==> src/rtl/score_keeper.sv <==
// score_keeper: whack-a-mole game controller with tick timers and score.
// Build macro SCORE_PENALTY_EN: a wrong press while a mole shows costs a point.
module score_keeper #(
  parameter int TICK_DIV   = 1000000,
  parameter int GAME_TICKS = 60,
  parameter int MOLE_TICKS = 2
) (
  input  logic       clk,
  input  logic       reset,
  input  logic       start,
  input  logic [7:0] btn,
  input  logic [2:0] mole_pos,
  input  logic       mole_vld,
  output logic       mole_req,
  output logic [7:0] mole_led,
  output logic [5:0] score,
  output logic       playing,
  output logic       game_over
);

  typedef enum logic [1:0] {
    IDLE  = 2'd0,
    SPAWN = 2'd1,
    SHOW  = 2'd2,
    OVER  = 2'd3
  } state_t;

  localparam int DW = $clog2(TICK_DIV);
  localparam logic [DW-1:0] DMAX = DW'(TICK_DIV - 1);
  localparam logic [7:0] GT = 8'(GAME_TICKS);
  localparam logic [3:0] MT = 4'(MOLE_TICKS);

  state_t state, state_d;

  logic [7:0]    btn_q;
  logic          start_q;
  logic [7:0]    press;
  logic          start_e;

  logic [DW-1:0] div, div_d;
  logic [7:0]    gtm, gtm_d;
  logic [3:0]    mtm, mtm_d;
  logic [2:0]    pos, pos_d;
  logic [5:0]    score_d;
  logic          req_d;
  logic [7:0]    led_d;

  logic          act;
  logic          tick;
  logic          gend;
  logic          mend;
  logic          hit;
`ifdef SCORE_PENALTY_EN
  logic          wrong;
`endif

  assign press   = btn & ~btn_q;
  assign start_e = start & ~start_q;

  // Edge-detect history for buttons and start.
  always_ff @(posedge clk or negedge reset) begin
    if (!reset) begin
      btn_q   <= '0;
      start_q <= 1'b0;
    end else begin
      btn_q   <= btn;
      start_q <= start;
    end
  end

  // Next-state, timers, divider and score update.
  always_comb begin
    state_d = state;
    div_d   = div;
    gtm_d   = gtm;
    mtm_d   = mtm;
    pos_d   = pos;
    score_d = score;
    req_d   = 1'b0;
    act     = (state == SPAWN) || (state == SHOW);
    tick    = 1'b0;
    gend    = 1'b0;
    mend    = 1'b0;
    hit     = 1'b0;
`ifdef SCORE_PENALTY_EN
    wrong   = 1'b0;
`endif
    if (start_e) begin
      state_d = SPAWN;
      score_d = '0;
      gtm_d   = GT;
      div_d   = '0;
      req_d   = 1'b1;
    end else if (act) begin
      tick  = (div == DMAX);
      div_d = tick ? '0 : div + 1'b1;
      gend  = tick && (gtm == 8'd1);
      if (tick)
        gtm_d = gtm - 1'b1;
      if (state == SHOW) begin
        hit  = press[pos];
        mend = tick && (mtm == 4'd1);
        if (tick)
          mtm_d = mtm - 1'b1;
`ifdef SCORE_PENALTY_EN
        wrong = |(press & ~(8'd1 << pos));
`endif
      end
      if (hit) begin
        if (score != 6'd63)
          score_d = score + 1'b1;
      end
`ifdef SCORE_PENALTY_EN
      else if (wrong) begin
        if (score != 6'd0)
          score_d = score - 1'b1;
      end
`endif
      if (gend) begin
        state_d = OVER;
      end else if (state == SPAWN) begin
        if (mole_vld) begin
          pos_d   = mole_pos;
          mtm_d   = MT;
          state_d = SHOW;
        end
      end else if (hit || mend) begin
        state_d = SPAWN;
        req_d   = 1'b1;
      end
    end
    led_d = (state_d == SHOW) ? (8'd1 << pos_d) : 8'd0;
  end

  // State, timers and registered outputs.
  always_ff @(posedge clk or negedge reset) begin
    if (!reset) begin
      state     <= IDLE;
      div       <= '0;
      gtm       <= '0;
      mtm       <= '0;
      pos       <= '0;
      score     <= '0;
      mole_req  <= 1'b0;
      mole_led  <= '0;
      playing   <= 1'b0;
      game_over <= 1'b0;
    end else begin
      state     <= state_d;
      div       <= div_d;
      gtm       <= gtm_d;
      mtm       <= mtm_d;
      pos       <= pos_d;
      score     <= score_d;
      mole_req  <= req_d;
      mole_led  <= led_d;
      playing   <= (state_d == SPAWN) || (state_d == SHOW);
      game_over <= (state_d == OVER);
    end
  end

endmodule
==> config.mk <==
export PLATFORM = sky130hd
export DESIGN_NAME = score_keeper
export DESIGN_NICKNAME = d
export VERILOG_FILES = /design/src/rtl/score_keeper.sv
export SDC_FILE = /design/constraint.sdc
export NUM_CORES = 1
export LEC_CHECK = 0
export BUFFER_PORTS_ARGS = -buffer_cell sky130_fd_sc_hd__buf_2
export CORE_AREA = 2 2 82 84
export DETAILED_ROUTE_END_ITERATION = 7
export DIE_AREA = 0 0 84 86
export GPL_TIMING_DRIVEN = 0
export PLACE_DENSITY = 0.74
export SYNTH_ARGS = -nofsm -noshare
export SYNTH_HDL_FRONTEND = slang
export SYNTH_SLANG_ARGS = --single-unit
==> constraint.sdc <==
create_clock -name clk -period 2.4 [get_ports clk]
set_input_delay 0.48 -clock clk [delete_from_list [all_inputs] [get_ports clk]]
set_output_delay 0.48 -clock clk [all_outputs]
set_load 0.005 [all_outputs]
==> summary.txt, run 1 <==
Final layout
  – Commonest non-fill, non-tap cell in the layout: dfrtp_1
  – Commonest cells after routing, fill and taps aside: dfrtp_1 (63), nor2_1 (32), buf_2 (32)
  – Nets: 401
  – Final Cell Area: roughly 3800 sq um
  – Area growth syn-to-layout: 14.2%
  – Layout cells sized above 1: a little under a fifth
  – Final core occ: 60.0%
  – Antenna cells: 0

Yosys
  – Synth cell types: between 40 and 50
  – Yosys top cell area share: 47.8%
  – Synthesized area: 3300 sq um
  – Syn Nets: between 300 and 400
  – Synth Area in Compound Gates: around 10%
  – Multiplexer area fraction after synthesis: 4.06%
  – Largest family of logic cells by synthesized area: simple AND/OR/NAND/NOR gates
  – Post-synthesis sequential area ratio: 47.8%
  – Async SR Flop Fraction: 100%
  – YS warnings: 0
  – Synth Flop Type: dfrtp_1
  – Yosys top cell by area: dfrtp_1
  – Area contributors post-synth: dfrtp_1 (48%), ha_1 (3.8%), nor2_1 (3.6%)
  – Register bit count reported by yosys: 63
  – Post-Syn Instances: 338
  – Post-Synth XOR/XNOR Area: ~4.3%
  – Adder-Cell Fraction of Synth Area: under 10%
  – Mean Syn Cell Area: 9.75 sq um
  – Number of synthesized flops with an enable pin: 0
  – Post-Synth Simple-Gate Area: between 20% and 30%

Clock tree
  – Total CTS buffers: 9
  – Htree depth: 3
  – Longest Clk Path Bufs: 2
  – CTS clk-pin slew, worst paths: about 0.070 ns
  – TritonCTS clock tree: yes
  – Root Buffer: clkbuf_8
  – Clock sinks: 63
  – Clk Latency, worst-skew pair: approximately 0.34 ns

Outcome
  – Outcome: complete, no violations

Power and ir drop
  – Leakage: between 1.5 and 2 nW
  – Comb pwr share: between 30% and 40%
  – Power Internal: 0.00205 W
  – P_sw: between 0.001 and 0.0015 W
  – PwrDens: around 830 nW/um^2
  – Worst vdd ir: roughly 0.59 mV
  – Total power: approximately 0.0031 W
  – Sequential power share: between 40% and 50%
  – Power share of the clock group: 29.1%
  – Sw frac: 34.0%

STA
  – Final Setup Violations: 0
  – Smallest hold slack: 0.208 ns
  – Slew Limit Fails: 0
  – Period Utilization, post-route: between 90% and 100%
  – Fin. Hold Viols: 0
  – Setup Skew: 0.00909 ns
  – RSZ-0062 raised after global routing: yes
  – F_max: around 430 MHz
  – Tightest Pin Transition: around 0.8 ns
  – Slew headroom: about 45%
  – Fin crit period: 2.35 ns

GRT
  – GRT Total Usage: 19.6%
  – First-pass GRT wire length: between 10,000 and 15,000 microns
  – Gr ovfl total: 0
  – Vias in the first global route: 2,452
  – Antenna violations before repair: 0
  – Largest net degree at the start of global routing: between 60 and 70

Setup path
  – Worst setup path class: reg -> reg
  – CP bufs+invs: 0
  – Worst setup EP type: flop
  – Critical-path cell list: ha_2, and3_1, nand2_1, or4_4, o211ai_1, o211a_1, ha_4, a21boi_1
  – Crit-path max FO: 8
  – Worst Path Arrival: about 2.6 ns
  – Max stage delay on crit path: between 0.5 and 0.6 ns
  – Delay-heaviest family, CP: simple AND/OR/NAND/NOR gates
  – Slowest stage cell, crit path: or4_4
  – Crit start category: flop
  – CP required: 2.67 ns

Place
  – Placed cell area: around 3500 sq um
  – DP HPWL: ~4500 microns
  – GPL Wtd Cong: 0.822
  – IO Port Bufs: 28

Routing
  – Drt via density: around 5.6
  – Initial DRC count: between 150 and 200
  – Vias: approximately 2,600
  – DRC: 0
  – First drt pass iteration count: 4
  – Routed WL: 6490 microns
  – Antenna viol nets, final: 0
  – DR WL/cell: 14.2 microns

Worst hold path
  – Hold Crit Class: in -> async

Die
  – Initial Util: around 53%
  – Die X: ~84 microns
  – Die height: about 86 microns
  – Die footprint: around 7200 sq um
  – # IOs: 32
  – Row cnt: 29
  – Core box area: 6280 sq um

Run
  – Reported max-cap violation count: 0
## worst paths after layout
kind	start	to	slack [ns]	cells after the start
worst max-delay path	div[0]$_DFFE_PN0P_	mole_led[2]$_DFF_PN0_	0.05	8
worst min-delay path	reset	div[17]$_DFFE_PN0P_	0.21	1
worst max register to register	div[0]$_DFFE_PN0P_	mole_led[2]$_DFF_PN0_	0.05	8
worst min register to register	gtm[1]$_DFFE_PN0P_	gtm[1]$_DFFE_PN0P_	0.55	2
max in group asynchronous	reset	div[0]$_DFFE_PN0P_	1.67	1
min in group clk	btn[7]	btn_q[7]$_DFF_PN0_	0.25	1
## metal layers
metal | GRT usage [%] | part of all wire, % | vias up
met5 | 0 | 0 | -
met4 | 6.16 | 0.96 | 0
met3 | 6.45 | 5.1 | 8
met2 | 31.1 | 47 | 70
met1 | 25.7 | 47 | 1217
li1 | - | - | 1270
## through the flow
| stage | setup WS (ns) | std cells | TNS, ns |
|---|---|---|---|
| after detailed placement | -0.348 | 443 | -2.43 |
| after CTS | 0.0175 | 458 | 0 |
| after global placement | -0.379 | 443 | -2.28 |
| final | 0.0510 | 458 | 0 |
| after floorplan | 0.0148 | 338 | 0 |
| after global routing | -0.0765 | 458 | -0.0765 |
## layout make-up
type	count	area [sq um]
Inverter	10	37.5
Clock buffer	9	124
Sequential cell	63	1580
Timing Repair Buffer	29	150
Fill cell	542	2510
Multi-Input combinational cell	246	1630
Tap cell	77	96.3
Clock inverter	7	73.8
Buffer	17	78.8
## cell families (layout without fill, tap and decap cells)
kind of cell | Yosys count | in the layout
AO/OA/AOI/OAI | 53 | 53
XOR/XNOR | 16 | 16
adder cells (fa/ha/maj) | 10 | 10
buffers and inverters | 29 | 72
flip-flops | 63 | 63
multiplexers | 10 | 10
AND/OR/NAND/NOR | 157 | 157
## power by group through the flow
stage	sequential, W	combinational (W)	clock [W]
floorplan	0.00125	0.000665	0
global placement	0.00126	0.000887	0
detailed placement	0.00126	0.000896	0
CTS	0.00124	0.000939	0.000932
global route	0.00126	0.00107	0.000985
finish	0.00124	0.000958	0.000906
## registers in the layout, summed over array words and instances (netlist names)
name       cells
state          2
mole_req       1
game_over      1
pos            3
score          6
btn_q          8
mtm            4
gtm            8
playing        1
div           20
start_q        1
mole_led       8
## synth_stat cells, types with 3 or more instances
cell type / number
a21oi_1: 17
a31oi_1: 3
and3_1: 8
and4b_1: 3
and4bb_2: 4
buf_2: 5
clkbuf_1: 11
dfrtp_1: 63
ha_1: 10
inv_1: 10
mux2_2: 3
mux2i_1: 4
nand2_1: 28
nand2b_1: 17
nand3_1: 19
nand3b_1: 3
nand4_1: 5
nor2_1: 32
nor3_1: 9
nor4_1: 8
o211ai_1: 3
o21a_1: 8
o21ai_0: 11
o31ai_1: 3
or3_1: 4
or4_1: 3
xnor2_1: 11
xor2_1: 5
## repair_timing
item,in CTS,in global routing
buffers inserted,1,0
pin swaps,0,0
gates resized for setup,3,6
setup endpoints to repair,8,23
hold buffers,0,0
No activity file was read; power rests on OpenSTA's default activity.
==> run 2, diff against run 1 <==
--- a/config.mk
+++ b/config.mk
@@ -10,7 +10,7 @@
 export DETAILED_ROUTE_END_ITERATION = 7
 export DIE_AREA = 0 0 84 86
 export GPL_TIMING_DRIVEN = 0
-export PLACE_DENSITY = 0.74
+export PLACE_DENSITY_LB_ADDON = 0.12
 export SYNTH_ARGS = -nofsm -noshare
 export SYNTH_HDL_FRONTEND = slang
 export SYNTH_SLANG_ARGS = --single-unit
==> run 2 against run 1 <==
Effect of this change: wire length increased by 9.0%; sequential power barely moved; sequential share of layout area decreased by 1.2 points; total power increased by 5.8%; critical endpoint is now mole_led[5]$_DFF_PN0_; non-clock buffer count rose by 5; sequential cell count unchanged; die area is the same; combinational power is 5% higher; worst hold slack improved by 0.016 ns.
==> summary.txt, run 2 (synthesized netlist as in run 1, its figures left out) <==
STA
  – Fin. Hold Viols: 0 (unchanged)
  – Period Utilization, post-route: 97.1% (-0.79 points)
  – Fin crit period: 2.33 ns (-0.0190 ns)
  – Final Setup Violations: 0 (unchanged)
  – Smallest hold slack: 0.225 ns (+0.0165 ns)
  – Slew Limit Fails: 0 (unchanged)
  – Setup Skew: 0.0120 ns (+0.00293 ns)
  – Tightest Pin Transition: 0.789 ns (-0.0343 ns)
  – Setup tns final: 0 ns (unchanged)
  – F_max: 429 MHz (+0.81%)
  – Slew headroom: 46.9% (+2.3 points)
  – RSZ-0062 raised after global routing: no

Routing
  – DR WL/cell: 15.3 microns (+8.0%)
  – First drt pass iteration count: 5 (+1)
  – DRC: 0 (unchanged)
  – Initial DRC count: 97 (-38%)
  – Vias: 2,597 (+1.2%)
  – Antenna viol nets, final: 0 (unchanged)
  – Drt via density: 5.62 (+0.37%)
  – Routed WL: 7070 microns (+9.0%)

Power and ir drop
  – Total power: 0.00329 W (+5.8%)
  – P_sw: 0.00107 W (+1.5%)
  – Sw frac: 32.6% (-1.4 points)
  – Sequential power share: 38.8% (-1.2 points)
  – Power Internal: 0.00222 W (+8.0%)
  – Worst vdd ir: 0.505 mV (-15%)
  – Comb pwr share: 30.6% (-0.2 points)
  – Leakage: 1.73 nW (+3.8%)
  – Power share of the clock group: 30.6% (+1.5 points)
  – PwrDens: 848 nW/um^2 (+2.6%)

Setup path
  – Crit. Startpoint: div[12]$_DFFE_PN0P_
  – Slowest stage cell, crit path: or4_4
  – CP bufs+invs: 2 (+2)
  – Delay-heaviest family, CP: simple AND/OR/NAND/NOR gates
  – Worst setup path class: reg -> reg
  – Worst R2R Start: div[12]$_DFFE_PN0P_
  – Depth of the worst register-to-register path: 8 (unchanged)
  – Critical-path cell list: and4bb_2, nand2_4, or4_4, buf_4, o211a_1, ha_4, buf_12, o21a_1
  – Crit start category: flop
  – Worst Path Arrival: 2.56 ns (-0.06 ns)
  – Max stage delay on crit path: 0.56 ns (about the same)
  – Worst setup EP type: flop
  – Crit-path max FO: 8 (unchanged)
  – R2R Setup Slk: 0.07 ns (+0.02 ns)
  – Capturing point of the worst reg2reg path: mole_led[5]$_DFF_PN0_
  – CP required: 2.63 ns (-0.04 ns)

Final layout
  – Max FFs per register: 20 (unchanged)
  – Most flop-heavy register: div
  – Nets: 406 (+1.2%)
  – Commonest non-fill, non-tap cell in the layout: dfrtp_1
  – Area growth syn-to-layout: 17.7%
  – Commonest cells after routing, fill and taps aside: dfrtp_1 (63), buf_2 (32), nor2_1 (31)
  – Antenna cells: 0 (unchanged)
  – Layout cells sized above 1: 21.3% (+2.7 points)

Clock tree
  – Longest Clk Path Bufs: 2 (unchanged)
  – Clk Latency, worst-skew pair: 0.35 ns (about the same)
  – Hold buffers post-CTS: 0 (unchanged)
  – Htree depth: 3 (unchanged)
  – Clock sinks: 63 (unchanged)
  – TritonCTS clock tree: yes
  – Total CTS buffers: 9 (unchanged)
  – Root Buffer: clkbuf_8
  – CTS clk-pin slew, worst paths: 0.06 ns (about the same)

Worst hold path
  – Hold Crit Class: in -> async

Place
  – DP HPWL: 4710 microns (+4.4%)
  – GPL Wtd Cong: 0.752 (-8.4%)
  – IO Port Bufs: 28 (unchanged)

Die
  – Core box area: 6280 sq um (unchanged)
  – Die X: 84 microns (unchanged)
  – Die footprint: 7220 sq um (unchanged)
  – Die height: 86 microns (unchanged)
  – Initial Util: 52.5% (unchanged)
  – # IOs: 32 (unchanged)
  – Row cnt: 29 (unchanged)

GRT
  – GRT Total Usage: 21.0% (+1.4 points)
  – Antenna violations before repair: 0 (unchanged)
  – Vias in the first global route: 2,479 (+1.1%)
  – Gr ovfl total: 0 (unchanged)
  – First-pass GRT wire length: 11,800 microns (+5.2%)
  – Largest net degree at the start of global routing: 64 (unchanged)

Outcome
  – Outcome: complete, no violations

Run
  – Reported max-cap violation count: 0 (unchanged)
[run 2: cell types whose count changed in the layout (fill, tap and decap cells not counted), sizes merged]
cell	previous run	this run
buf	35	41
bufinv	1	2
clkbuf	20	21
clkinvlp	4	0
[run 2: power groups by stage]
| stage | registers, W | clock network (W) | logic (W) |
|---|---|---|---|
| after CTS | 0.00124 | 0.00103 | 0.000977 |
| after detailed placement | 0.00127 | 0 | 0.000922 |
| after global placement | 0.00126 | 0 | 0.000901 |
| after floorplan | 0.00125 | 0 | 0.000665 |
| final | 0.00127 | 0.00101 | 0.00101 |
| after global routing | 0.00129 | 0.00108 | 0.00113 |
[run 2: repair_timing]
item	CTS	global route
buffers inserted	4	3
setup endpoints to repair	8	23
resized for setup	7	14
pin swaps	1	4
[run 2: worst register-to-register path, cell delays in order, from the launching register on]
cell      delay, ns
dfrtp_1        0.41
and4bb_2       0.36
nand2_4        0.10
or4_4          0.56
buf_4          0.16
o211a_1        0.23
ha_4           0.19
buf_12         0.13
o21a_1         0.09
[run 2: layout make-up]
| cell class | instances | area [sq um] |
|---|---|---|
| fillers | 547 | 2400 |
| multi-input cells | 246 | 1670 |
| flip-flops and latches | 63 | 1580 |
| repair buffers | 35 | 208 |
| clock buffers | 11 | 141 |
| well taps | 77 | 96.3 |
| plain buffers | 16 | 77.6 |
| clock inverters | 4 | 70.1 |
| inverters | 10 | 37.5 |
[run 2: worst max path at each step]
stage,cells past startpoint,slack [ns],to
detailed placement,9,-0.50,mole_led[2]$_DFF_PN0_
global route,8,0.001,mole_led[1]$_DFF_PN0_
finish,8,0.07,mole_led[5]$_DFF_PN0_
floorplan,9,0.01,mole_led[2]$_DFF_PN0_
CTS,7,0.008,mole_led[2]$_DFF_PN0_
global placement,9,-0.47,mole_led[2]$_DFF_PN0_
[run 2: per-layer routing]
layer / track usage [%] / vias to the layer above / routed length (microns)
li1: - / 1287 / -
met1: 27.9 / 1257 / 3340
met2: 33.3 / 48 / 3410
met3: 5.00 / 5 / 254
met4: 8.94 / 0 / 70
met5: 0 / - / 0
[run 2: stage by stage]
step	std cells	cell area (sq um)	utilization [%]	setup slack, ns
after global routing	462	3880	61.8	0.00149
final	462	3880	61.8	0.0699
after CTS	460	3790	60.4	0.00828
after detailed placement	443	3530	56.3	-0.504
after floorplan	338	3300	-	0.0148
after global placement	443	3530	56.3	-0.468
==> run 3, diff against run 2 <==
--- a/config.mk
+++ b/config.mk
@@ -6,10 +6,10 @@
 export NUM_CORES = 1
 export LEC_CHECK = 0
 export BUFFER_PORTS_ARGS = -buffer_cell sky130_fd_sc_hd__buf_2
-export CORE_AREA = 2 2 82 84
+export CORE_AREA = 2 2 92 76
 export DETAILED_ROUTE_END_ITERATION = 7
-export DIE_AREA = 0 0 84 86
-export GPL_TIMING_DRIVEN = 0
+export DIE_AREA = 0 0 94 78
+export GPL_TIMING_DRIVEN = 1
 export PLACE_DENSITY_LB_ADDON = 0.12
 export SYNTH_ARGS = -nofsm -noshare
 export SYNTH_HDL_FRONTEND = slang
==> run 3 against run 2 <==
Effect of this change: utilization is 0.30 points higher; clock power about the same; die area grew 1.5%; sequential power barely moved; final cell count is 3.5% higher; global-route usage up 0.65 points; first-iteration DRC count grew 48%; via count increased by 1.9%; register-to-register slack better by 0.07 ns; critical path type unchanged.
==> summary.txt, run 3 (synthesized netlist as in run 1, its figures left out) <==
Outcome
  – Outcome: complete, no violations

Final layout
  – Commonest cells after routing, fill and taps aside: dfrtp_1 (63), nor2_1 (32), buf_2 (31)
  – Most flop-heavy register: div
  – Layout cells sized above 1: 23.1% (+1.8 points)
  – Antenna cells: 0 (unchanged)
  – Max FFs per register: 20 (unchanged)
  – Final core occ: 62.1% (+0.30 points)
  – Nets: 414 (+2.0%)
  – Commonest non-fill, non-tap cell in the layout: dfrtp_1
  – # fillers: 572 (+4.6%)
  – Area growth syn-to-layout: 19.5%

Place
  – DP HPWL: 5150 microns (+9.2%)
  – IO Port Bufs: 31 (+11%)
  – GPL Wtd Cong: 0.807 (+7.2%)
  – Setup WS pre-CTS: -0.0570 ns (+0.447 ns)

Routing
  – Vias: 2,647 (+1.9%)
  – Routed WL: 7160 microns (+1.2%)
  – Met3 WL post-DR: 286 microns (+13%)
  – Drt via density: 5.54 (-1.5%)
  – Antenna viol nets, final: 0 (unchanged)
  – Top Layer Used: met4
  – First drt pass iteration count: 4 (-1)
  – DR WL/cell: 15.0 microns (-2.1%)
  – M1 WL: 3610 microns (+8.2%)
  – Initial DRC count: 144 (+48%)
  – DRC: 0 (unchanged)
  – Routed length on met2: 3230 microns (-5.4%)

STA
  – Slew headroom: 59.9% (+13 points)
  – Fin crit period: 2.26 ns (-0.0710 ns)
  – F_max: 443 MHz (+3.1%)
  – Final Setup Violations: 0 (unchanged)
  – Setup Skew: 0.00850 ns (-0.00352 ns)
  – Tightest Pin Transition: 0.595 ns (-0.193 ns)
  – Fin. Hold Viols: 0 (unchanged)
  – Setup WS post-layout: 0.141 ns (+0.0710 ns)
  – Period Utilization, post-route: 94.1% (-3.0 points)
  – RSZ-0062 raised after global routing: no
  – Slew Limit Fails: 0 (unchanged)

Die
  – Die height: 78 microns (-9.3%)
  – Initial Util: 52.0% (-0.55 points)
  – Die X: 94 microns (+12%)
  – # IOs: 32 (unchanged)
  – Row cnt: 26 (-10%)
  – Core box area: 6340 sq um (+1.1%)
  – Die footprint: 7330 sq um (+1.5%)

GRT
  – Largest net degree at the start of global routing: 45 (-30%)
  – Vias in the first global route: 2,522 (+1.7%)
  – Antenna violations before repair: 0 (unchanged)
  – GRT Total Usage: 21.7% (+0.65 points)
  – First-pass GRT wire length: 12,200 microns (+3.6%)
  – Gr ovfl total: 0 (unchanged)

Clock tree
  – Clk Latency, worst-skew pair: 0.34 ns (about the same)
  – Hold buffers post-CTS: 0 (unchanged)
  – Clock sinks: 63 (unchanged)
  – Root Buffer: clkbuf_8
  – TritonCTS clock tree: yes
  – Htree depth: 3 (unchanged)
  – CTS clk-pin slew, worst paths: 0.08 ns (+0.02 ns)
  – Total CTS buffers: 9 (unchanged)
  – Longest Clk Path Bufs: 2 (unchanged)

Setup path
  – Crit start category: flop
  – Worst R2R Start: gtm[5]$_DFFE_PN0P_
  – Worst setup EP type: flop
  – Crit-path max FO: 8 (unchanged)
  – Worst Path Arrival: 2.48 ns (-0.08 ns)
  – Worst setup path class: reg -> reg
  – CP required: 2.62 ns (about the same)
  – Crit. Startpoint: gtm[5]$_DFFE_PN0P_

Power and ir drop
  – Leakage: 1.80 nW (+3.6%)
  – PwrDens: 829 nW/um^2 (-2.2%)
  – Worst vdd ir: 0.617 mV (+22%)

Run
  – Reported max-cap violation count: 0 (unchanged)

Worst hold path
  – Hold Crit Class: in -> async
## run 3: cell types whose count changed in the layout (fill, tap and decap cells not counted), moves of 2 or more
cell | before | now
buf_4 | 7 | 27
clkbuf_1 | 8 | 0
clkbuf_2 | 3 | 0
clkinv_4 | 0 | 2
clkinvlp_4 | 0 | 2
nand2_1 | 26 | 28
## run 3: worst max-delay path, stage by stage, from the launching register on
cell and delay [ns]:
dfrtp_1 0.42, nor4_2 0.35, nand2_1 0.16, or4_1 0.48
buf_4 0.19, o211a_1 0.23, ha_4 0.20, a21boi_0 0.12
## run 3: final cells by class
cell class	instances	area (sq um)	share of cell area, %
multi-input cells	246	1620	41.1
flip-flops and latches	63	1580	40.0
repair buffers	59	378	9.59
clock buffers	9	124	3.14
well taps	84	105	2.67
clock inverters	7	97.6	2.48
inverters	10	37.5	0.953
## run 3: metal layers
| metal | track usage, % | vias up |
|---|---|---|
| met5 | 0 | - |
| met4 | 6.96 | 0 |
| met3 | 5.24 | 4 |
| met2 | 31.5 | 62 |
| met1 | 31.9 | 1277 |
| li1 | - | 1304 |
## run 3: through the flow
stage	power, W	cells	hold slack, ns	TNS [ns]	instance area (sq um)
after detailed placement	0.00222	461	0.483	-0.132	3690
after CTS	0.00326	477	0.106	0	3920
final	0.00327	478	0.0963	0	3940
after floorplan	0.00192	338	0.184	0	3300
after global routing	0.00347	478	0.126	0	3940
after global placement	0.00221	461	0.470	0	3690
## run 3: final timing paths
| kind | cells after the start | to | slack (ns) |
|---|---|---|---|
| setup / recovery | 7 | mole_led[2]$_DFF_PN0_ | 0.14 |
| min in group clk | 1 | btn_q[7]$_DFF_PN0_ | 0.26 |
| max in group asynchronous | 2 | pos[0]$_DFF_PN0_ | 1.71 |
| hold / removal | 1 | div[18]$_DFFE_PN0P_ | 0.1 |
| setup reg to reg | 7 | mole_led[2]$_DFF_PN0_ | 0.14 |
| hold reg to reg | 1 | div[0]$_DFFE_PN0P_ | 0.53 |
## run 3: timing repair
action / 4_1_cts / 5_1_grt
endpoints found under the hold margin: 0 / 0
buffers inserted: 0 / 1
endpoints found under the setup margin: 8 / 8
pin swaps: 0 / 1
resized for setup: 2 / 1
## run 3: power breakdown
part | switching [W] | internal, W | total [W]
Sequential | 0.000117 | 0.00117 | 0.00129
Clock | 0.000434 | 0.000586 | 0.00102
Combinational | 0.000530 | 0.000426 | 0.000956
